### src/rtl/div_nonrestoring.sv
// -----------------------------------------------------------------------------
// div_nonrestoring
//
// Sequential unsigned divider, 32-bit dividend by 16-bit divisor, using the
// non-restoring algorithm and producing one quotient bit per clock. A division
// takes 32 iteration cycles after the load edge. The quotient is held in
// reg_q. The remainder is corrected combinationally on the way out.
//
// Ports:
//   clk    in   1   rising-edge clock
//   clrn   in   1   asynchronous active-low reset
//   a      in  32   unsigned dividend, sampled on the load edge
//   b      in  16   unsigned divisor, sampled on the load edge
//   start  in   1   load request, level-sampled on a rising edge
//   q      out 32   quotient register
//   r      out 16   corrected remainder
//   busy   out  1   high while iterating
//   ready  out  1   one-cycle completion pulse (busy falling edge)
//   count  out  5   iteration counter, 0 while idle
//
// Build option:
//   DIV_RESTART_EN  when defined, start while busy aborts the running
//                   division and loads new operands. When undefined, start
//                   is ignored while busy.
//
// Divide by zero is not flagged. It yields q = 32'hFFFFFFFF and r = a[15:0].
// -----------------------------------------------------------------------------
module div_nonrestoring (
  input  logic        clk,
  input  logic        clrn,
  input  logic [31:0] a,
  input  logic [15:0] b,
  input  logic        start,
  output logic [31:0] q,
  output logic [15:0] r,
  output logic        busy,
  output logic        ready,
  output logic [4:0]  count
);

  logic [31:0] reg_q;   // dividend shifting out, quotient shifting in
  logic [15:0] reg_b;   // latched divisor
  logic [15:0] reg_r;   // partial remainder magnitude bits
  logic        r_sign;  // sign of partial remainder
  logic        busy2;   // busy delayed one cycle, for the ready pulse
  logic        load;

  logic [17:0] t;       // shifted partial remainder with next dividend bit
  logic [17:0] s;       // next partial remainder
  logic        unused_s16;

`ifdef DIV_RESTART_EN
  assign load = start;
`else
  assign load = start & ~busy;
`endif

  // The partial remainder always lies in [-b, b). Its doubled form plus one
  // bit therefore needs 18 bits. After the add or subtract it fits in
  // 17 bits again, so s[16] always equals s[17] and only s[17] is kept.
  always_comb begin
    t = {r_sign, reg_r, reg_q[31]};
    if (r_sign)
      s = t + {2'b00, reg_b};
    else
      s = t - {2'b00, reg_b};
  end

  assign unused_s16 = s[16];

  always_ff @(posedge clk or negedge clrn) begin
    if (!clrn) begin
      reg_q  <= '0;
      reg_b  <= '0;
      reg_r  <= '0;
      r_sign <= 1'b0;
      busy   <= 1'b0;
      busy2  <= 1'b0;
      count  <= '0;
    end else begin
      busy2 <= busy;
      if (load) begin
        reg_q  <= a;
        reg_b  <= b;
        reg_r  <= '0;
        r_sign <= 1'b0;
        count  <= '0;
        busy   <= 1'b1;
      end else if (busy) begin
        reg_r  <= s[15:0];
        r_sign <= s[17];
        reg_q  <= {reg_q[30:0], ~s[17]};
        count  <= count + 5'd1;          // wraps 31 -> 0 on the final edge
        if (count == 5'd31)
          busy <= 1'b0;
      end
    end
  end

  assign q     = reg_q;
  // A negative final partial remainder is corrected by adding the divisor back.
  assign r     = r_sign ? reg_r + reg_b : reg_r;
  // A restart keeps busy high, so an aborted division never raises ready.
  assign ready = ~busy & busy2;

endmodule

### config.mk
export PLATFORM = sky130hd
export DESIGN_NAME = div_nonrestoring
export DESIGN_NICKNAME = d
export VERILOG_FILES = /design/src/rtl/div_nonrestoring.sv
export SDC_FILE = /design/constraint.sdc
export NUM_CORES = 1
export LEC_CHECK = 0
export BUFFER_PORTS_ARGS = -buffer_cell sky130_fd_sc_hd__buf_4
export CORE_ASPECT_RATIO = 0.5
export CORE_UTILIZATION = 26
export DETAILED_ROUTE_END_ITERATION = 10
export SETUP_SLACK_MARGIN = 0.02
export SYNTH_ARGS = -nofsm -noshare
export SYNTH_HDL_FRONTEND = slang
export SYNTH_SLANG_ARGS = --single-unit
### constraint.sdc
create_clock -name clk -period 2.89 [get_ports clk]
set_clock_uncertainty 0.1 [all_clocks]
set_input_delay 0.289 -clock clk [delete_from_list [all_inputs] [get_ports clk]]
set_output_delay 0.289 -clock clk [all_outputs]
set_load 0.01 [all_outputs]
==> results of run 1 <==
[metal layers]
layer	track usage, %	vias up
li1	-	2313
met1	20.86	2234
met2	23.59	97
met3	2.743	23
met4	4.142	0
met5	0	-
[worst max-delay path, cell delays in order, from the launching register on]
cell and delay, ps:
sky130_fd_sc_hd__dfrtp_1 420, sky130_fd_sc_hd__ha_4 190, sky130_fd_sc_hd__inv_2 50, sky130_fd_sc_hd__fa_2 220, sky130_fd_sc_hd__nor2b_4 50, sky130_fd_sc_hd__o31a_1 250
sky130_fd_sc_hd__o31a_1 310, sky130_fd_sc_hd__buf_6 150, sky130_fd_sc_hd__a22oi_2 200, sky130_fd_sc_hd__o21a_1 160, sky130_fd_sc_hd__o221ai_2 100, sky130_fd_sc_hd__buf_4 160
[Yosys cell counts (4+ instances only)]
cell type | count | area share [%]
sky130_fd_sc_hd__inv_1 | 21 | 1.6
sky130_fd_sc_hd__o21bai_1 | 4 | 0.59
sky130_fd_sc_hd__xor2_1 | 17 | 2.9
sky130_fd_sc_hd__nand4_1 | 13 | 1.6
sky130_fd_sc_hd__o21ai_0 | 65 | 6.4
sky130_fd_sc_hd__nand3_1 | 14 | 1.4
sky130_fd_sc_hd__mux2_2 | 17 | 3.8
sky130_fd_sc_hd__nor2_1 | 25 | 1.9
sky130_fd_sc_hd__o21a_1 | 6 | 0.89
sky130_fd_sc_hd__a21oi_1 | 28 | 2.8
sky130_fd_sc_hd__dfrtp_1 | 72 | 36
sky130_fd_sc_hd__nor3_1 | 7 | 0.69
sky130_fd_sc_hd__nand2_1 | 72 | 5.3
sky130_fd_sc_hd__a21o_1 | 13 | 1.9
sky130_fd_sc_hd__clkbuf_1 | 25 | 1.9
sky130_fd_sc_hd__or3_1 | 4 | 0.49
sky130_fd_sc_hd__nor2b_1 | 5 | 0.62
sky130_fd_sc_hd__ha_1 | 35 | 8.7
sky130_fd_sc_hd__mux2i_1 | 35 | 6.9
sky130_fd_sc_hd__xnor2_1 | 16 | 2.8
sky130_fd_sc_hd__a211oi_1 | 7 | 1.0
[sequential cells by signal, summed over array words and instances, names as in the netlist]
signal and flops:
r_sign 1, busy2 1, q 32, reg_r 16, count 5, reg_b 16, busy 1
[layout by cell type (no fill, tap or decap), types with 9 or more instances in the layout]
| cell | synthesis | layout |
|---|---|---|
| sky130_fd_sc_hd__mux2i_1 | 35 | 35 |
| sky130_fd_sc_hd__nand4_1 | 13 | 13 |
| sky130_fd_sc_hd__clkbuf_16 | 0 | 9 |
| sky130_fd_sc_hd__o21ai_0 | 65 | 59 |
| sky130_fd_sc_hd__a21oi_1 | 28 | 15 |
| sky130_fd_sc_hd__buf_6 | 0 | 11 |
| sky130_fd_sc_hd__buf_4 | 0 | 151 |
| sky130_fd_sc_hd__mux2_2 | 17 | 16 |
| sky130_fd_sc_hd__ha_1 | 35 | 22 |
| sky130_fd_sc_hd__a21oi_2 | 0 | 10 |
| sky130_fd_sc_hd__xnor2_1 | 16 | 15 |
| sky130_fd_sc_hd__nand3_1 | 14 | 11 |
| sky130_fd_sc_hd__dfrtp_1 | 72 | 68 |
| sky130_fd_sc_hd__ha_4 | 0 | 10 |
| sky130_fd_sc_hd__xor2_1 | 17 | 17 |
| sky130_fd_sc_hd__nand2_1 | 72 | 71 |
| sky130_fd_sc_hd__a21o_1 | 13 | 13 |
| sky130_fd_sc_hd__inv_1 | 21 | 17 |
| sky130_fd_sc_hd__nor2_1 | 25 | 22 |
[cell families after synthesis]
| group | Yosys count | synth area share, % |
|---|---|---|
| xor+xnor | 33 | 5.712 |
| mux | 53 | 11.00 |
| simple gates | 153 | 14.34 |
| compound gates | 161 | 20.10 |
| fa+ha+maj | 37 | 9.446 |
| flops | 72 | 35.61 |
| buf+inv | 50 | 3.783 |
[per-stage QoR]
step	setup TNS, ps	utilization [%]	setup WS, ps	instances	instance area [um2]
after floorplan	0	-	8.990	559	5096
after global placement	0	34.11	27.54	935	6394
after detailed placement	-45.31	34.11	-25.77	935	6394
after CTS	-996.3	36.86	-219.8	963	6908
after global routing	-1967	38.48	-251.7	968	7212
final	-393.5	38.48	-97.99	968	7212
[final timing paths]
path                       startpoint  slack (ps)  cells past startpoint        end
min in group asynchronous        clrn         380                      2      q[23]
hold / removal                   b[0]          50                      3   reg_b[0]
hold reg to reg                 q[29]         410                      2      q[30]
setup / recovery             reg_b[0]        -100                     11      r[14]
setup reg to reg             reg_b[3]         -70                     13       q[0]
max in group asynchronous        clrn        1640                      3  reg_b[12]
[final cells by class]
class | instances | area [um2]
clock buffer | 10 | 229.0
clock inverter | 6 | 42.54
fill | 1864 | 11530
inverter | 21 | 78.83
multi-input combinational | 437 | 3463
sequential | 72 | 1807
tap | 259 | 324.1
timing repair buffer | 163 | 1267
[timing repair]
item,4_1_cts,5_1_grt
hold endpoints to repair,38,0
pin swaps,25,22
setup buffers,11,6
hold buffers,1,0
setup endpoints to repair,15,20
resized for setup,38,55
==> summary.md, run 1 <==
| Metric | Value |
|---|---|
| Startpoint types | flop |
| Sequential element share of the synthesized area | 35.61% |
| Result of the run | finished, violations left |
| Transition at the pin with the smallest max-transition slack | between 500 and 600 ps |
| Longest Clk Path Bufs | 2 |
| Count of standard-cell rows | 35 |
| Clock tree root buffer cell | sky130_fd_sc_hd__clkbuf_16 |
| Met3 WL | 521 um |
| Share of async-settable or async-resettable flops after synthesis | 100.0% |
| Worst path required time | 2500 ps |
| Total routing usage reported by global routing | 14.95% |
| Kind of critical path | reg2out |
| Cell count after synthesis | 559 |
| Via density | 4.821 |
| Fin. max-slew vios | 0 |
| Metal1 wirelength | 7142 um |
| Number of antenna diodes | 0 |
| Post-detailed-route count of antenna-violating nets | 0 |
| Core footprint | roughly 19000 um2 |
| HP Class | in2reg |
| Final routed DRC violation total | 0 |
| Number of design-rule violations left by the first detailed-router iteration | between 200 and 250 |
| GP Congestion | roughly 0.9 |
| Final min period | 2988 ps |
| Max FO, Critical Path | 4 |
| Vias in the first global route | 4601 |
| Clock slew at reported path FFs | 60 ps |
| First-pass iteration count of the detailed router | 4 |
| Clock Latency Late Sink | 330 ps |
| Sum of met2 wire segment lengths after detailed routing | slightly below 7000 um |
| Fmax | 0.3347 GHz |
| Highest metal layer with signal wires | met4 |
| IO buf count | 105 |
| HPWL Detailed | 10730 um |
| Tcrit/Tclk final | 103.4% |
| Arr. time, crit path | approximately 2600 ps |
| Flop and latch count out of synthesis | 72 |
| Wire per inst | 15.30 um |
| Net total in the final layout | 792 |
| Total gr overflow | 0 |
| Initial core utilization | 27.00% |
| Antenna violations before repair | 0 |
| TritonCTS clock tree | built |
| Number of H-tree levels | 3 |
| Average cell area after synthesis | about 9 um2 |
| Number of violations of the max-capacitance limit | 0 |
| Synth cell types | 60 |
| Headroom to the max-slew limit | between 60 and 70% |
| Unrepaired setup endpoints after global routing | yes |
| WHS | 51.79 ps |
| TritonCTS sink count | 72 |
| Number of enable flip-flop cells after synthesis | 0 |
| Final Routed Wirelength | 14810 um |
| Full die area | roughly 20000 um2 |
| Slack of the critical path | -97.99 ps |
| Vert. Die Dim | 100.6 um |
| Layout overhead on the synthesized area | 42.53% |
| Most used flip-flop cell after synthesis | sky130_fd_sc_hd__dfrtp_1 |
| Global-route wire length before repair | approximately 24000 um |
| Warning count from the yosys run | 0 |
| Largest net degree at the start of global routing | between 40 and 50 |
| Syn Nets | between 600 and 700 |
| Count of boundary I/O pins | 106 |
| Setup crit end kind | output pin |
| Total number of vias | 4667 |
| Final setup violation count | 7 |
| Failing checks | setup timing |
| Post-Syn Area | 5060 um2 |
| Share of final-layout standard cells stronger than drive strength 1 | between 30% and 40% |
| Number of CTS-inserted buffers | 9 |
| Total count of hold-check failures in the final report | 0 |
| Width of the die | 199.3 um |
Power of run 1 is left out: the tool's default activity adds up to more than one toggle a clock period on the data nets, which glitch-free logic cannot reach.
==> run 2, diff against run 1 <==
--- a/config.mk
+++ b/config.mk
@@ -9,7 +9,7 @@
 export CORE_ASPECT_RATIO = 0.5
 export CORE_UTILIZATION = 26
 export DETAILED_ROUTE_END_ITERATION = 10
-export SETUP_SLACK_MARGIN = 0.02
+export SLEW_MARGIN = 10
 export SYNTH_ARGS = -nofsm -noshare
 export SYNTH_HDL_FRONTEND = slang
 export SYNTH_SLANG_ARGS = --single-unit
==> summary.md, run 2 (synthesis results as in run 1) <==
| Metric | Value |
|---|---|
| Number of H-tree levels | 3 |
| IO buf count | 105 |
| Result of the run | finished, violations left |
| Startpoint types | flop |
| Share of final-layout standard cells stronger than drive strength 1 | 37.88% |
| Total cell area at the placement stage | 6399 um2 |
| Fin. max-slew vios | 0 |
| Full die area | 20060 um2 |
| Area of combinational cells with multiple inputs | 3427 um2 |
| Number of CTS-inserted buffers | 9 |
| Headroom to the max-slew limit | roughly three fifths |
| Vert. Die Dim | 100.6 um |
| Startpoint of the worst register-to-register path | reg_b[2] |
| Initial core utilization | 27.00% |
| TritonCTS clock tree | built |
| Final min period | roughly 3100 ps |
| Final setup violation count | 11 |
| Global-route wire length before repair | 24140 um |
| Antenna violations before repair | 0 |
| Total count of hold-check failures in the final report | 0 |
| Setup crit end kind | output pin |
| Arr. time, crit path | 2690 ps |
| Number of antenna diodes | 0 |
| First-pass iteration count of the detailed router | 4 |
| Most common cell after layout, fill and taps aside | sky130_fd_sc_hd__buf_4 |
| Longest Clk Path Bufs | 2 |
| TritonCTS sink count | just over 70 |
| WHS | 60.28 ps |
| Unrepaired setup endpoints after global routing | yes |
| Capturing instance or port of the critical path | r[10] |
| Area occupied by registers | 1805 um2 |
| Fmax | 0.3244 GHz |
| Via density | between 4 and 5 |
| HP Class | in2reg |
| Core footprint | 18740 um2 |
| Total routing usage reported by global routing | between 10% and 20% |
| Largest net degree at the start of global routing | 38 |
| HPWL Detailed | 10950 um |
| Vias in the first global route | 4702 |
| Net total in the final layout | 801 |
| Startpoint of the most critical setup path | reg_b[0] |
| Layout overhead on the synthesized area | 44.88% |
| Count of standard-cell rows | 35 |
| Tcrit/Tclk final | 106.7% |
| Max FO, Critical Path | 5 |
| Clock tree root buffer cell | sky130_fd_sc_hd__clkbuf_16 |
| Failing checks | setup timing |
| Width of the die | between 150 and 200 um |
| Top library cells by usage in the layout, fill and taps aside | 158 x sky130_fd_sc_hd__buf_4, 70 x sky130_fd_sc_hd__nand2_1, 69 x sky130_fd_sc_hd__dfrtp_1, 59 x sky130_fd_sc_hd__o21ai_0, 35 x sky130_fd_sc_hd__mux2i_1 |
| Wire per inst | 15.61 um |
| Final-layout fill cell count | 1865 |
| Minimum setup slack among reg-to-reg paths | -180 ps |
| Worst path required time | between 2000 and 3000 ps |
| Post-route cell area | 7331 um2 |
| Kind of critical path | reg2out |
| Post-route setup TNS | -1542 ps |
| Number of flip-flops under the largest register name | 32 |
| Number of design-rule violations left by the first detailed-router iteration | 237 |
| Clock slew at reported path FFs | 70 ps |
| End of the worst register-to-register path | q[0] |
| Final Routed Wirelength | 15250 um |
| Total number of vias | 4773 |
| GP Congestion | approximately 0.87 |
| Clock Latency Late Sink | 340 ps |
| Count of boundary I/O pins | 106 |
| Utilization after layout | between 30 and 40% |
| Number of violations of the max-capacitance limit | 0 |
| R2R cell count | 13 |
| Total gr overflow | 0 |
| Post-detailed-route count of antenna-violating nets | 0 |
| Transition at the pin with the smallest max-transition slack | 580.2 ps |
| Slack of the critical path | -192.5 ps |
| Final routed DRC violation total | 0 |
## run 2: cell types whose count changed in the layout (fill, tap and decap cells not counted), sizes merged
| cell | previous run | this run |
|---|---|---|
| clkinvlp | 2 | 1 |
| clkinv | 2 | 0 |
| buf | 162 | 171 |
| bufinv | 0 | 3 |
## run 2: stage by stage
step | setup WS (ps) | std cells
6_report | -192.5 | 977
5_1_grt | -381.1 | 977
2_1_floorplan | 0.4490 | 559
3_5_place_dp | -53.34 | 935
4_1_cts | -144.9 | 968
3_3_place_gp | 28.93 | 935
## run 2: critical path: stages, from the launching register on
cell,delay (ps)
sky130_fd_sc_hd__dfrtp_1,420
sky130_fd_sc_hd__ha_4,170
sky130_fd_sc_hd__inv_2,40
sky130_fd_sc_hd__fa_2,410
sky130_fd_sc_hd__nor2b_4,120
sky130_fd_sc_hd__o31a_1,180
sky130_fd_sc_hd__o31a_1,300
sky130_fd_sc_hd__a41oi_2,170
sky130_fd_sc_hd__xnor2_1,150
sky130_fd_sc_hd__mux2_4,260
sky130_fd_sc_hd__buf_6,120
## run 2: cell type report
cell class	instances	share of cell area (%)
timing repair buffer	172	18.43
sequential	72	24.63
inverter	21	1.075
clock inverter	6	1.570
tap	259	4.421
multi-input combinational	437	46.75
clock buffer	10	3.123
## run 2: layer usage
layer  up-vias  routed length (um)  GRT usage, %
met3        23                 616         2.944
met5         -                   0             0
met1      2319                7259         20.85
met4         0                 238         3.964
met2        99                7134         24.36
li1       2332                   -             -
## run 2: how the worst min path moves through the flow
stage / from / endpoint / slack [ps] / cells past startpoint
floorplan: clrn / busy / -110 / 0
detailed placement: clrn / q[23] / 200 / 1
global placement: clrn / q[23] / 200 / 1
finish: b[0] / reg_b[0] / 60 / 3
CTS: b[0] / reg_b[0] / 50 / 3
global route: b[9] / reg_b[9] / 70 / 2
## run 2: repair_timing
action	CTS	global route
buffers inserted	16	9
gates cloned	0	0
setup endpoints to repair	14	21
gates resized for setup	39	46
endpoints found under the hold margin	35	0
hold buffers	1	0
pin swaps	22	27
Power of run 2 is left out for the same reason.
==> run 3, diff against run 2 <==
--- a/config.mk
+++ b/config.mk
@@ -5,7 +5,7 @@
 export SDC_FILE = /design/constraint.sdc
 export NUM_CORES = 1
 export LEC_CHECK = 0
-export BUFFER_PORTS_ARGS = -buffer_cell sky130_fd_sc_hd__buf_4
+export BUFFER_PORTS_ARGS = -buffer_cell sky130_fd_sc_hd__buf_2
 export CORE_ASPECT_RATIO = 0.5
 export CORE_UTILIZATION = 26
 export DETAILED_ROUTE_END_ITERATION = 10
==> summary.md, run 3 (synthesis results as in run 1) <==
| Metric | Value |
|---|---|
| Result of the run | finished, violations left |
| Failing checks | setup timing |
| Total gr overflow | 0 |
| Headroom to the max-slew limit | 52.70% |
| Global-route wire length before repair | 23600 um |
| Number of antenna diodes | 0 |
| Setup crit end kind | output pin |
| Total routing usage reported by global routing | 14.93% |
| Largest net degree at the start of global routing | 53 |
| Number of violations of the max-capacitance limit | 0 |
| Critical-path cell with the highest stage delay | sky130_fd_sc_hd__fa_2 |
| Wire per inst | 15.30 um |
| Clock slew at reported path FFs | 70 ps |
| Vert. Die Dim | 100.6 um |
| Antenna violations before repair | 0 |
| Total number of vias | 4723 |
| Number of H-tree levels | 3 |
| Count of standard-cell rows | 35 |
| CP Buf/Inv Count | 4 |
| Post-detailed-route count of antenna-violating nets | 0 |
| TritonCTS sink count | 72 |
| TritonCTS clock tree | built |
| Clock tree root buffer cell | sky130_fd_sc_hd__clkbuf_16 |
| Number of CTS-inserted buffers | 9 |
| Cell class contributing the biggest share of worst-path delay | compound AO/OA/AOI/OAI gates |
| Final min period | 3042 ps |
| Top library cells by usage in the layout, fill and taps aside | 101 x sky130_fd_sc_hd__buf_2, 69 x sky130_fd_sc_hd__dfrtp_1, 68 x sky130_fd_sc_hd__nand2_1, 62 x sky130_fd_sc_hd__o21ai_0, 51 x sky130_fd_sc_hd__buf_4 |
| Final-layout fill cell count | approximately 2000 |
| Number of design-rule violations left by the first detailed-router iteration | between 200 and 250 |
| Transition at the pin with the smallest max-transition slack | 709.5 ps |
| GP Congestion | 0.8841 |
| Cells along the critical path | inv_2, buf_6, fa_2, nor2b_2, o31a_1, o31a_1, buf_6, a22oi_2, o2111ai_2, o221ai_2, buf_2 |
| Final Routed Wirelength | 14810 um |
| Net total in the final layout | 792 |
| Longest Clk Path Bufs | 2 |
| Core footprint | 18740 um2 |
| Max FO, Critical Path | 4 |
| Final routed DRC violation total | 0 |
| Via density | approximately 5 |
| HP Class | in2reg |
| Clock Latency Late Sink | 330 ps |
| Crit path largest cell delay | around 410 ps |
| Vias in the first global route | 4686 |
| Initial core utilization | between 20% and 30% |
| Post-layout instance count excluding filler cells | just under 1000 |
| Count of boundary I/O pins | roughly 110 |
| Slack of the critical path | -152.4 ps |
| Layout overhead on the synthesized area | 36.77% |
| Number of cells after detailed placement | 934 |
| Arr. time, crit path | 2650 ps |
| Fmax | 0.3287 GHz |
| Fin. max-slew vios | 0 |
| Worst path required time | 2500 ps |
| Share of final-layout standard cells stronger than drive strength 1 | a little under two fifths |
| First-pass iteration count of the detailed router | 5 |
| Final setup violation count | 10 |
| Number of flip-flops under the largest register name | 32 |
| Startpoint of the worst register-to-register path | reg_b[2] |
| Width of the die | approximately 200 um |
| Most common cell after layout, fill and taps aside | sky130_fd_sc_hd__buf_2 |
| IO buf count | 105 |
| Startpoint types | flop |
| Tcrit/Tclk final | 105.3% |
| Startpoint of the most critical setup path | reg_b[1] |
| Full die area | roughly 20000 um2 |
| Unrepaired setup endpoints after global routing | yes |
| Total count of hold-check failures in the final report | 0 |
| Hold wc startpoint | b[14] |
| HPWL Detailed | 10470 um |
| Kind of critical path | reg2out |
[run 3: changes by cell type in the layout (fill, tap and decap cells not counted), moves of 3 or more]
cell / before / now
sky130_fd_sc_hd__buf_2: 0 / 101
sky130_fd_sc_hd__buf_4: 158 / 51
sky130_fd_sc_hd__buf_6: 12 / 9
sky130_fd_sc_hd__bufinv_16: 3 / 0
sky130_fd_sc_hd__o21ai_0: 59 / 62
sky130_fd_sc_hd__o21ai_1: 5 / 1
[run 3: worst paths after layout]
check	to	slack, ps	cells after the start
max	r[14]	-150	11
min	reg_b[14]	70	3
max reg2reg	q[0]	-140	14
min reg2reg	q[27]	410	2
max in group asynchronous	reg_b[12]	1570	3
min in group asynchronous	q[17]	470	2
[run 3: layer usage]
| metal | GRT usage, % | vias to the layer above | part of all wire [%] |
|---|---|---|---|
| li1 | - | 2318 | - |
| met1 | 20.72 | 2293 | 50 |
| met2 | 24.02 | 95 | 46 |
| met3 | 2.610 | 17 | 3.0 |
| met4 | 3.669 | 0 | 1.1 |
| met5 | 0 | - | 0 |
[run 3: cell type report]
class / instances / area [um2] / area share, %
multi-input cells: 437 / 3421 / 49.43
flip-flops and latches: 72 / 1805 / 26.09
repair buffers: 163 / 1020 / 14.74
well taps: 259 / 324.1 / 4.683
clock buffers: 10 / 229.0 / 3.309
inverters: 21 / 78.83 / 1.139
clock inverters: 6 / 42.54 / 0.6147
[run 3: what timing repair did]
item	4_1_cts	5_1_grt
pin swaps	18	35
gates resized for setup	31	51
setup buffers	12	5
endpoints found under the hold margin	50	0
setup endpoints to repair	12	21
hold buffers	1	0
[run 3: per-stage QoR]
stage	hold slack [ps]	worst slack (ps)	instance area (um2)	TNS [ps]	utilization, %
finish	66.41	-152.4	6920	-917.3	36.92
global route	69.34	-282.4	6920	-2502	36.92
CTS	50.33	-224.2	6643	-1157	35.44
detailed placement	305.5	16.40	6131	0	32.71
global placement	286.6	45.95	6131	0	32.71
floorplan	-106.6	0.4490	5089	0	-
[run 3: worst min-delay path, stage by stage]
cell and delay (ps):
sky130_fd_sc_hd__buf_2 80, sky130_fd_sc_hd__nand2_1 40, sky130_fd_sc_hd__o21ai_0 60
Power of run 3 is left out for the same reason.
